### config.mk
export PLATFORM = sky130hd
export DESIGN_NAME = pixel_fb_writer
export DESIGN_NICKNAME = d
export VERILOG_FILES = /design/src/rtl/pixel_fb_writer.sv
export SDC_FILE = /design/constraint.sdc
export NUM_CORES = 1
export LEC_CHECK = 0
export CAP_MARGIN = 5
export CORE_MARGIN = 1.5
export CORE_UTILIZATION = 35
export DETAILED_ROUTE_END_ITERATION = 8
export SYNTH_ARGS = -nofsm -noshare
export SYNTH_HDL_FRONTEND = slang
export SYNTH_SLANG_ARGS = --single-unit
export TNS_END_PERCENT = 1
### constraint.sdc
create_clock -name clk -period 5.65 [get_ports clk]
set_input_delay 0.8475 -clock clk [delete_from_list [all_inputs] [get_ports clk]]
set_output_delay 0.8475 -clock clk [all_outputs]
set_load 0.02 [all_outputs]
### src/rtl/pixel_fb_writer.sv
// pixel_fb_writer
//   Takes a stream of (x, y, colour) pixels from a shape generator that cannot
//   be stalled. It clips them against the framebuffer, buffers them in a small
//   FIFO and writes them to framebuffer memory through a req/ack port.
//   frame_done pulses once every accepted pixel of a shape has been written.
//
//   Build option: define FB_WRITER_RGB565_EN to store RGB565 in the low 16 bits
//   of mem_wdata. Otherwise mem_wdata carries the RGB888 colour unchanged.
//
// Ports
//   clk, rst            clock; asynchronous active-high reset
//   in_px, in_py        pixel coordinates (8 bits each)
//   in_color            RGB888 colour {R, G, B}
//   in_valid            pixel qualifier, sampled every rising edge
//   in_done             one-cycle end-of-shape pulse
//   mem_req/addr/wdata  write request, held stable until mem_ack
//   mem_ack             memory accepted the current request
//   busy                state machine not idle
//   frame_done          one-cycle pulse when the shape is fully written
//   overflow            sticky: an in-range pixel was dropped on a full FIFO
//   clip_count          saturating count of out-of-bounds pixels
module pixel_fb_writer #(
  parameter int FB_W       = 160,
  parameter int FB_H       = 120,
  parameter int FIFO_DEPTH = 8,
  parameter int ADDR_W     = 15
) (
  input  logic              clk,
  input  logic              rst,
  input  logic [7:0]        in_px,
  input  logic [7:0]        in_py,
  input  logic [23:0]       in_color,
  input  logic              in_valid,
  input  logic              in_done,
  output logic              mem_req,
  output logic [ADDR_W-1:0] mem_addr,
  output logic [23:0]       mem_wdata,
  input  logic              mem_ack,
  output logic              busy,
  output logic              frame_done,
  output logic              overflow,
  output logic [15:0]       clip_count
);

  localparam int PTR_W = (FIFO_DEPTH > 1) ? $clog2(FIFO_DEPTH) : 1;
  localparam int CNT_W = PTR_W + 1;
  localparam logic [CNT_W-1:0] FULL_CNT = CNT_W'(FIFO_DEPTH);
  localparam int ENTRY_W = ADDR_W + 24;

  typedef enum logic [1:0] {IDLE, RUN, FLUSH, DONE} state_t;

  function automatic logic [23:0] pack_color(input logic [23:0] c);
`ifdef FB_WRITER_RGB565_EN
    return {8'h00, c[23:19], c[15:10], c[7:3]};
`else
    return c;
`endif
  endfunction

  function automatic logic [ADDR_W-1:0] pixel_addr(input logic [7:0] x, input logic [7:0] y);
    logic [31:0] a;
    a = 32'(y) * 32'(FB_W) + 32'(x);
    return a[ADDR_W-1:0];
  endfunction

  function automatic logic out_of_bounds(input logic [7:0] x, input logic [7:0] y);
    return (32'(x) >= 32'(FB_W)) || (32'(y) >= 32'(FB_H));
  endfunction

  function automatic logic [15:0] sat_inc16(input logic [15:0] v);
    return (v == 16'hFFFF) ? v : v + 16'd1;
  endfunction

  state_t state, state_nxt;

  logic              vld_p0;
  logic [7:0]        px_p0, py_p0;
  logic [23:0]       color_p0;
  logic              vld_p1, clip_p1;
  logic [ADDR_W-1:0] addr_p1;
  logic [23:0]       data_p1;

  logic [ENTRY_W-1:0] fifo_mem [FIFO_DEPTH];
  logic [PTR_W-1:0]   wr_ptr, rd_ptr;
  logic [CNT_W-1:0]   count;
  logic               full, pop, push, in_range, drop;
  logic [ENTRY_W-1:0] head;

  // ---- stage p0: register raw input sample ----
  always_ff @(posedge clk or posedge rst) begin
    if (rst) vld_p0 <= 1'b0;
    else     vld_p0 <= in_valid;
  end

  always_ff @(posedge clk) begin
    px_p0    <= in_px;
    py_p0    <= in_py;
    color_p0 <= in_color;
  end

  // ---- stage p1: clip test, address and colour formatting ----
  always_ff @(posedge clk or posedge rst) begin
    if (rst) begin
      vld_p1  <= 1'b0;
      clip_p1 <= 1'b0;
    end else begin
      vld_p1  <= vld_p0;
      clip_p1 <= out_of_bounds(px_p0, py_p0);
    end
  end

  always_ff @(posedge clk) begin
    addr_p1 <= pixel_addr(px_p0, py_p0);
    data_p1 <= pack_color(color_p0);
  end

  // ---- stage p2: FIFO push; head of FIFO drives the memory port ----
  assign pop      = mem_req & mem_ack;
  assign full     = (count == FULL_CNT);
  assign in_range = vld_p1 & ~clip_p1;
  // A pop in the same cycle frees the slot, so a full FIFO still accepts.
  assign push     = in_range & (~full | pop);
  assign drop     = in_range & full & ~pop;

  always_ff @(posedge clk or posedge rst) begin
    if (rst) begin
      wr_ptr     <= '0;
      rd_ptr     <= '0;
      count      <= '0;
      overflow   <= 1'b0;
      clip_count <= 16'd0;
    end else begin
      if (push) wr_ptr <= wr_ptr + 1'b1;
      if (pop)  rd_ptr <= rd_ptr + 1'b1;
      case ({push, pop})
        2'b10:   count <= count + 1'b1;
        2'b01:   count <= count - 1'b1;
        default: count <= count;
      endcase
      if (drop) overflow <= 1'b1;
      if (vld_p1 && clip_p1) clip_count <= sat_inc16(clip_count);
    end
  end

  always_ff @(posedge clk) begin
    if (push) fifo_mem[wr_ptr] <= {addr_p1, data_p1};
  end

  assign head    = fifo_mem[rd_ptr];
  assign mem_req = (count != '0);
  // Gate the bus so it reads as zero whenever no request is presented,
  // including straight after reset when the storage holds stale data.
  assign mem_addr  = mem_req ? head[ENTRY_W-1:24] : '0;
  assign mem_wdata = mem_req ? head[23:0] : 24'd0;

  // ---- control FSM ----
  always_ff @(posedge clk or posedge rst) begin
    if (rst) state <= IDLE;
    else     state <= state_nxt;
  end

  always_comb begin
    state_nxt  = state;
    busy       = (state != IDLE);
    frame_done = (state == DONE);
    case (state)
      IDLE: begin
        // A pixel arriving with in_done must still be drained, so go to FLUSH.
        if (in_valid && in_done) state_nxt = FLUSH;
        else if (in_valid)       state_nxt = RUN;
        else if (in_done)        state_nxt = DONE;
      end
      RUN: begin
        if (in_done) state_nxt = FLUSH;
      end
      FLUSH: begin
        // Pixels still in the input pipeline count as pending work.
        if (!in_valid && !vld_p0 && !vld_p1 && (count == '0)) state_nxt = DONE;
      end
      DONE:    state_nxt = IDLE;
      default: state_nxt = IDLE;
    endcase
  end

endmodule

# ---- Yosys cells after proc, flatten, opt, wreduce, memory -nomap -nowiden
# Memory sizes are Yosys's and may differ from the RTL's.
# Index checks and enable logic that the tools add are counted.
dict set report op_classes {
  n_reduce_logical 16
  n_bitwise 10
  order_cmp 2
  n_addsub 6
  n_mux 11
  multipliers 1
  eq_ne 10
}
# operator count
set ops {}
lappend ops {{24-bit 2-to-1 mux} 1}
lappend ops {{16-bit by 1-bit adder with 16-bit output, second input constant} 1}
lappend ops {{16-bit equality test, second input constant} 1}
lappend ops {{15-bit by 8-bit adder with 15-bit output} 1}
lappend ops {{15-bit 2-to-1 mux} 1}
lappend ops {{8-bit by 3-bit multiplier with 10-bit output, second input constant} 1}
lappend ops {{2-bit 2-to-1 mux} 5}
lappend ops {{8-bit by 7-bit >= comparator with 1-bit output, second input constant} 1}
lappend ops {{8-bit >= comparator, second input constant} 1}
lappend ops {{2-bit one-hot mux with 4 select lines} 1}
lappend ops {{4-bit one-hot mux with 2 select lines} 1}
lappend ops {{3-bit by 1-bit adder with 3-bit output, second input constant} 2}
lappend ops {{2-bit equality test, second input constant} 3}
lappend ops {{1-bit AND} 5}
lappend ops {{1-bit logical AND} 5}
lappend ops {{4-bit by 1-bit adder with 4-bit output, second input constant} 1}
lappend ops {{2-bit by 1-bit equality test with 1-bit output, second input constant} 2}
lappend ops {{4-bit equality test, second input constant} 1}
lappend ops {{4-bit logical NOT} 1}
lappend ops {{2-bit != test, second input constant} 2}
lappend ops {{4-bit != test, second input constant} 1}
lappend ops {{1-bit inverter} 4}
lappend ops {{2-bit nonzero test} 2}
lappend ops {{4-bit nonzero test} 1}
lappend ops {{other kinds (8)} 11}
dict set report word_totals {
  elab_cells 71
  out_inout_bits 59
  memories 1
  ram_bits 312
  regBits 111
  input_bits 45
}
# memory words word_bits read_ports rd_ports_with_merged_regs wr line
set mem_list {}
lappend mem_list {fifo_mem 8 39 1 0 1 83} ;# logic [ENTRY_W-1:0] fifo_mem [FIFO_DEPTH];

# ---- Logic depth before layout (Yosys ltp)
# Gate-level depths: netlist (run 1).
dict set report logic_depth {
  ltp_word 6
  mapped_depth 11
}

# ---- Least setup slack after synthesis (run 1)
# OpenSTA, ideal clock, no wires.
dict set report synth_timing {
  path_kind {in2reg}
  startpoint {input mem_ack}
  endpoint {memory fifo_mem[0][0] (netlist name) (enable)}
  arrival_time_ps 4026
  setup_ps 484
  required_time_ps 5166
  path_stages 4
  path_slack_ps 1140
  cell_sequence {nand3b_1 -> nor2b_1 -> nand2b_1 -> nor3_1}
}
dict set report synth_between {
  elab_chain_cells 5
}
# item line
set synth_lines {}
lappend synth_lines {{from (decl)} 38} ;# input logic mem_ack,
lappend synth_lines {{1-bit AND} 118} ;# assign pop = mem_req & mem_ack;
lappend synth_lines {{1-bit bitwise OR} 122} ;# assign push = in_range & (~full | pop);
lappend synth_lines {{1-bit AND} 122}
lappend synth_lines {{1-bit 2-to-1 mux} 146} ;# if (push) fifo_mem[wr_ptr] <= {addr_p1, data_p1};
lappend synth_lines {{1-bit 2-to-1 mux (not written as such)} 146}
lappend synth_lines {{to (decl)} 83}
# No other way between the ends.

# ---- Final worst setup path (run 1)
dict set report layout_timing {
  startpoint {register rd_ptr[0]}
  endpoint {output mem_wdata[1]}
}
dict set report layout_between {
  elab_chain_cells 2
}
# item line
set layout_lines {}
lappend layout_lines {{from (decl)} 84} ;# logic [PTR_W-1:0] wr_ptr, rd_ptr;
lappend layout_lines {{from (signal assigned)} 134} ;# if (pop) rd_ptr <= rd_ptr + 1'b1;
lappend layout_lines {{memory 8 x 39 bit} --}
lappend layout_lines {{24-bit 2-to-1 mux} 154} ;# assign mem_wdata = mem_req ? head[23:0] : 24'd0;
lappend layout_lines {{to (decl)} 37} ;# output logic [23:0] mem_wdata,
# No other way between the ends.

==> metrics.md, run 1 <==
| Metric | Value |
|---|---|
| # rows | 77 |
| Final Slew Violations | 0 |
| Final setup fails | 0 |
| Critical path buffers and inverters | 2 |
| H-tree level count | 2 |
| CTS Buf Count | 47 |
| Antenna Cells | 0 |
| Tot GR Track Use | 0.134 |
| Post-CTS Hold Buffers | 0 |
| Routed via count | roughly 7300 |
| Max-Cap Viols | 0 |
| Synth unique cells | 44 |
| Layout area overhead | 21.3% |
| Max FO, Critical Path | 33 |
| Reg2Reg Setup Slack | 2.85 ns |
| Pin count of the biggest net entering global routing | just over 60 |
| CP required | 4.80 ns |
| Status | completed |
| Worst Setup Path Type | flip-flop to primary output |
| Dpl hpwl | roughly 17000 um |
| Deepest clock path buffer count | 3 |
| Slowest cell delay on critical path | roughly 0.87 ns |
| Die Wd | around 210 um |
| Max VDD drop | ~270 uV |
| R2r startpoint | count[0] |
| Post-synth top area share | 0.602 |
| DRC Markers | 0 |
| Hold_sp | color_p0[9] |
| Routability congestion estimate | 0.714 |
| Worst-Margin Slew | 1.06 ns |
| Final Cycle Share | 0.724 |
| Vias/cell | between 4 and 5 |
| Most common cell in the netlist | edfxtp_1 |
| IO Port Bufs | 103 |
| Finished Cell Area | 18900 um^2 |
| Starting DRT DRC Count | 420 |
| RSZ-0062 raised after global routing | no |
| CTS clk-pin slew, worst paths | ~0.06 ns |
| Synthesized Nets | between 800 and 900 |
| Core area | 44000 um^2 |
| Final WL | 29400 um |
| CTS tree | done |
| Number of synthesized flops with an enable pin | between 300 and 400 |
| Worst Hold Depth | 0 |
| Post-CTS Resized | 0 |
| Layout cells sized above 1 | 0.184 |
| Worst EP arrival | 3.24 ns |
| Min Clock Period, post-route | 4.09 ns |
| Io pins | 104 |
| Placed cell area | between 15000 and 20000 um^2 |
| Area leader, netlist | edfxtp_1 |
| HP Class | flip-flop to flip-flop |
| Cells after Synth | 790 |
| Clk_skew | 0.0219 ns |
| Number of global-route vias before repair | ~8000 |
| Critical path capture point type | primary output |
| Seq/Total Area, Yosys | 0.755 |
| Hold endpoint | data_p1[9] |
| Drt first pass iters | 4 |
| Hold Fails Final Rpt | 0 |
| Remaining antenna violation count | 0 |
| Ys flop type | edfxtp_1 |
| Global-route wire length before repair | approximately 45000 um |
| R2R depth | 6 |
| Die Area | about 46000 um^2 |
| Fin nets | 1004 |
| Fraction of registers with async set/reset | 0.0757 |
| Worst-Skew Late Latency | 0.57 ns |
| Crit path max-delay cell type | dfrtp_4 |
| Worst R2R End | fifo_mem[2][16] |
| Root Buffer Master | clkbuf_16 |
| Initial core utilization | 0.353 |
| Pleak | 0.00655 uW |
| Fillers | 3860 |
| Routed wl met2 | 14700 um |
| Slew margin rel. | 0.294 |
| CP Launch Type | flip-flop |
| Mapped Area | between 15000 and 20000 um^2 |
| Kind of cell adding the most delay to the critical path | buffers and inverters |
| Clock sink total | ~420 |
| Synth Register Bits | 423 |
| Ranking of synthesized cells by area | edfxtp_1 (60%), mux4_2 (11%), dfxtp_1 (10%), dfrtp_1 (5.1%), mux2i_1 (2.7%) |
| Critical path, cell by cell | buf_4, mux4_2, mux2i_1, nor2_1, clkdlybuf4s50_1 |
| WL per Instance | about 19 um |
| Max Clk Rate | 244 MHz |
| Remaining global-route overflow | 0 |
| Metal1 wirelength | 12700 um |
| Top sig layer | met4 |
| Antenna violations before repair | 1 |
| Setup TNS Final | 0 ns |
| Yosys warns | 0 |
| Die Ht | 214 um |
| Post-CTS setup buffer count | 0 |
| Hold slack | 0.324 ns |
| Top cells by count, synth | edfxtp_1 (312), dfxtp_1 (79), mux4_2 (78), nor2_1 (55), mux2i_1 (42) |
| Met3 WL post-DR | 1330 um |
| Synthesized area per cell | ~20 um^2 |
| Pwr Density | 500 nW/um^2 |
[where the power goes]
part           internal, uW  switching, uW
clock network          1720           1180
logic                  1320           1180
registers              3600            425
[per-stage QoR]
stage / util / instances / total power (uW) / worst slack, ns
2_1_floorplan: - / 790 / 5610 / 1.14
3_3_place_gp: 0.395 / 1473 / 6650 / 1.95
3_5_place_dp: 0.395 / 1473 / 6670 / 1.91
4_1_cts: 0.428 / 1561 / 9620 / 1.42
5_1_grt: 0.428 / 1561 / 9920 / 1.33
6_report: 0.428 / 1561 / 9430 / 1.56
[final cells by class]
cell class	count	area (um^2)	share of cell area
Clock buffer	68	1280	0.0681
Sequential cell	423	11800	0.623
Clock inverter	20	195	0.0103
Multi-Input combinational cell	324	3670	0.194
Inverter	16	60.1	0.00318
Tap cell	592	741	0.0393
Timing Repair Buffer	118	1160	0.0613
[how the worst max path moves through the flow]
| stage | start | end | slack, ns | cells past startpoint |
|---|---|---|---|---|
| finish | rd_ptr[0] | mem_wdata[1] | 1.56 | 5 |
| global route | rd_ptr[0] | mem_wdata[1] | 1.33 | 5 |
| CTS | rd_ptr[0] | mem_addr[13] | 1.42 | 5 |
| detailed placement | mem_ack | fifo_mem[1][11] | 1.91 | 6 |
| global placement | mem_ack | fifo_mem[1][6] | 1.95 | 6 |
| floorplan | mem_ack | fifo_mem[0][0] | 1.14 | 4 |
[flip-flops by register name (all words and copies together), names as in the netlist, 2 cells and up]
| register | flops |
|---|---|
| data_p1 | 24 |
| addr_p1 | 15 |
| count | 4 |
| px_p0 | 8 |
| wr_ptr | 3 |
| clip_count | 16 |
| rd_ptr | 3 |
| py_p0 | 8 |
| color_p0 | 24 |
| state | 2 |
| fifo_mem | 312 |
[cell families after synthesis]
logic type | synth area share
compound gates | 0.0114
mux | 0.141
xor+xnor | 0.0191
fa+ha+maj | 0.0248
buf+inv | 0.0126
simple gates | 0.0354
flops | 0.755
[cells in the final DEF (no fill, tap or decap), drive strengths merged, types with 22 or more instances in the layout]
cell / instances
edfxtp: 312
clkdlybuf4s50: 103
dfxtp: 79
mux4: 78
clkbuf: 68
nor2: 56
mux2i: 42
dfrtp: 32
ha: 26
xnor2: 22
[per-layer routing]
metal / vias up / global-route usage
met3: 45 / 0.0271
met2: 143 / 0.228
met1: 3746 / 0.169
li1: 3362 / -
met4: 0 / 0.0515
met5: - / 0
(Power assumes the default switching activity.)
==> inputs of run 2 (changes only) <==
==> constraint.sdc (replaced) <==
create_clock -name clk -period 4.2 [get_ports clk]
set_input_delay 0.63 -clock clk [delete_from_list [all_inputs] [get_ports clk]]
set_output_delay 0.63 -clock clk [all_outputs]
set_load 0.02 [all_outputs]
==> run 2 against run 1 <==
Utilization rose by 0.24 points. Final cell count grew 0.45%. Combinational power grew 39%. Clock power grew 32%. Sequential power grew 33%. Critical endpoint is now mem_addr[1]. Count of clock-buffer cells in the layout down 7. Critical path depth is the same. Power rose by 35%. Via count increased by 0.70%. Wire length rose by 1.7%. Largest power group unchanged. Hold slack about the same.
==> metrics.md, run 2 (same netlist as run 1, synthesis figures left out) <==
| Metric | Value |
|---|---|
| HP Class | flip-flop to flip-flop |
| Slowest cell delay on critical path | 0.79 ns (-0.08 ns) |
| Die Wd | 214 um (unchanged) |
| Max FO, Critical Path | 28 (-15%) |
| Pin count of the biggest net entering global routing | 42 (-32%) |
| Kind of cell adding the most delay to the critical path | buffers and inverters |
| Final core utilization | 0.431 (+0.00244) |
| Fin nets | 1012 (+0.80%) |
| Die Ht | 214 um (unchanged) |
| Pleak | 0.00658 uW (+0.56%) |
| Final setup fails | 0 (unchanged) |
| Clk_skew | 0.0139 ns (-0.00803 ns) |
| Global-route wire length before repair | 46300 um (+1.8%) |
| Status | completed |
| CP required | 3.57 ns (-1.23 ns) |
| Antenna violations before repair | 1 (unchanged) |
| Max FFs per register | 312 (unchanged) |
| DP Worst Slack | 0.956 ns (-0.951 ns) |
| Root Buffer Master | clkbuf_16 |
| Post-CTS Hold Buffers | 0 (unchanged) |
| Max-Cap Viols | 0 (unchanged) |
| Final Slew Violations | 0 (unchanged) |
| Core area | 44000 um^2 (unchanged) |
| CTS clk-pin slew, worst paths | 0.06 ns (about the same) |
| Max VDD drop | 292 uV (+7.7%) |
| Deepest clock path buffer count | 3 (unchanged) |
| IO Port Bufs | 103 (unchanged) |
| Dpl hpwl | 17700 um (+3.7%) |
| CP Launch Type | flip-flop |
| Final WL | 29900 um (+1.7%) |
| RSZ-0062 raised after global routing | no |
| Number of global-route vias before repair | 7940 (+2.0%) |
| Slew margin rel. | 0.384 (+0.0899) |
| H-tree level count | 2 (unchanged) |
| Layout area overhead | 21.9% |
| Crit path max-delay cell type | dfrtp_4 |
| Max Clk Rate | 271 MHz |
| Antenna Cells | 0 (unchanged) |
| Remaining global-route overflow | 0 (unchanged) |
| Largest reg by FF count | fifo_mem |
| Remaining antenna violation count | 0 (unchanged) |
| CTS tree | done |
| Post-CTS Resized | 0 (unchanged) |
| Placed cells | 1481 (+0.54%) |
| Clock sink total | 423 (unchanged) |
| CTS Buf Count | 47 (unchanged) |
| WL per Instance | 19.0 um (+1.2%) |
| Final worst slack | 0.503 ns (-1.06 ns) |
| Tot GR Track Use | 0.136 (+0.00194) |
| Pwr Density | 669 nW/um^2 (+34%) |
| Worst EP arrival | 3.07 ns (-0.17 ns) |
| Io pins | 104 (unchanged) |
| Hold slack | 0.324 ns (-0.0000560 ns) |
| Post-CTS setup buffer count | 0 (unchanged) |
| Final Cycle Share | 0.880 |
| Non-Filler Instances | 1568 (+0.45%) |
| Routability congestion estimate | 0.717 (+0.49%) |
| Vias/cell | 4.69 (+0.25%) |
| Min Clock Period, post-route | 3.70 ns |
| Critical path buffers and inverters | 2 (unchanged) |
| Critical path capture point type | primary output |
| Critical path, cell by cell | buf_4, mux4_2, mux2i_1, nor2_1, clkdlybuf4s50_1 |
| Worst Setup Path Type | flip-flop to primary output |
| Layout cells sized above 1 | 0.191 (+0.00688) |
| Starting DRT DRC Count | 433 (+3.1%) |
| Hold Fails Final Rpt | 0 (unchanged) |
| Drt first pass iters | 4 (unchanged) |
| Worst-Margin Slew | 0.925 ns (-0.132 ns) |
| Initial core utilization | 0.353 (unchanged) |
| # rows | 77 (unchanged) |
| Die Area | 45700 um^2 (unchanged) |
| DRC Markers | 0 (unchanged) |
| Most frequent cells in the layout | edfxtp_1 (312), clkdlybuf4s50_1 (103), dfxtp_1 (79), mux4_2 (78), nor2_1 (49) |
| Regs by FF count | fifo_mem (312), color_p0 (24), data_p1 (24) |
| Most common cell after layout, fill and taps aside | edfxtp_1 |
| Routed via count | 7347 (+0.70%) |
| Worst-Skew Late Latency | 0.57 ns (about the same) |
-- run 2: final timing paths --
kind	from	end	slack (ns)	cells after the start
worst min-delay path	color_p0[22]	data_p1[22]	0.32	0
worst max register to register	count[2]	count[3]	1.55	10
max in group asynchronous	rst	vld_p1	2.96	3
min in group asynchronous	rst	clip_count[9]	0.54	2
worst min register to register	color_p0[22]	data_p1[22]	0.32	0
worst max-delay path	rd_ptr[0]	mem_addr[1]	0.50	5
-- run 2: routing by layer --
| metal | global-route usage | share of wire | vias to the layer above |
|---|---|---|---|
| met5 | 0 | 0 | - |
| li1 | - | - | 3389 |
| met3 | 0.0309 | 0.048 | 53 |
| met1 | 0.174 | 0.44 | 3769 |
| met4 | 0.0379 | 0.020 | 0 |
| met2 | 0.231 | 0.49 | 136 |
-- run 2: area by class of cell --
class	instances	area (um^2)
fill	3895	25100
sequential	423	11800
multi-input combinational	324	3670
timing repair buffer	126	1280
clock buffer	61	1260
tap	592	741
clock inverter	26	200
inverter	16	60.1
-- run 2: per-stage QoR --
step                setup TNS, ns  power, uW  instance area [um^2]
floorplan                   -3.55       7540                 15600
global placement                0       9010                 17500
detailed placement              0       9030                 17500
CTS                             0      12900                 19000
global route                    0      13300                 19000
finish                          0      12700                 19000
-- run 2: power by group --
part           internal, uW  switching [uW]  total [uW]  leakage [uW]
Combinational          1830            1650        3480       0.00200
Clock                  2240            1600        3840      0.000708
Sequential             4850             523        5370       0.00388
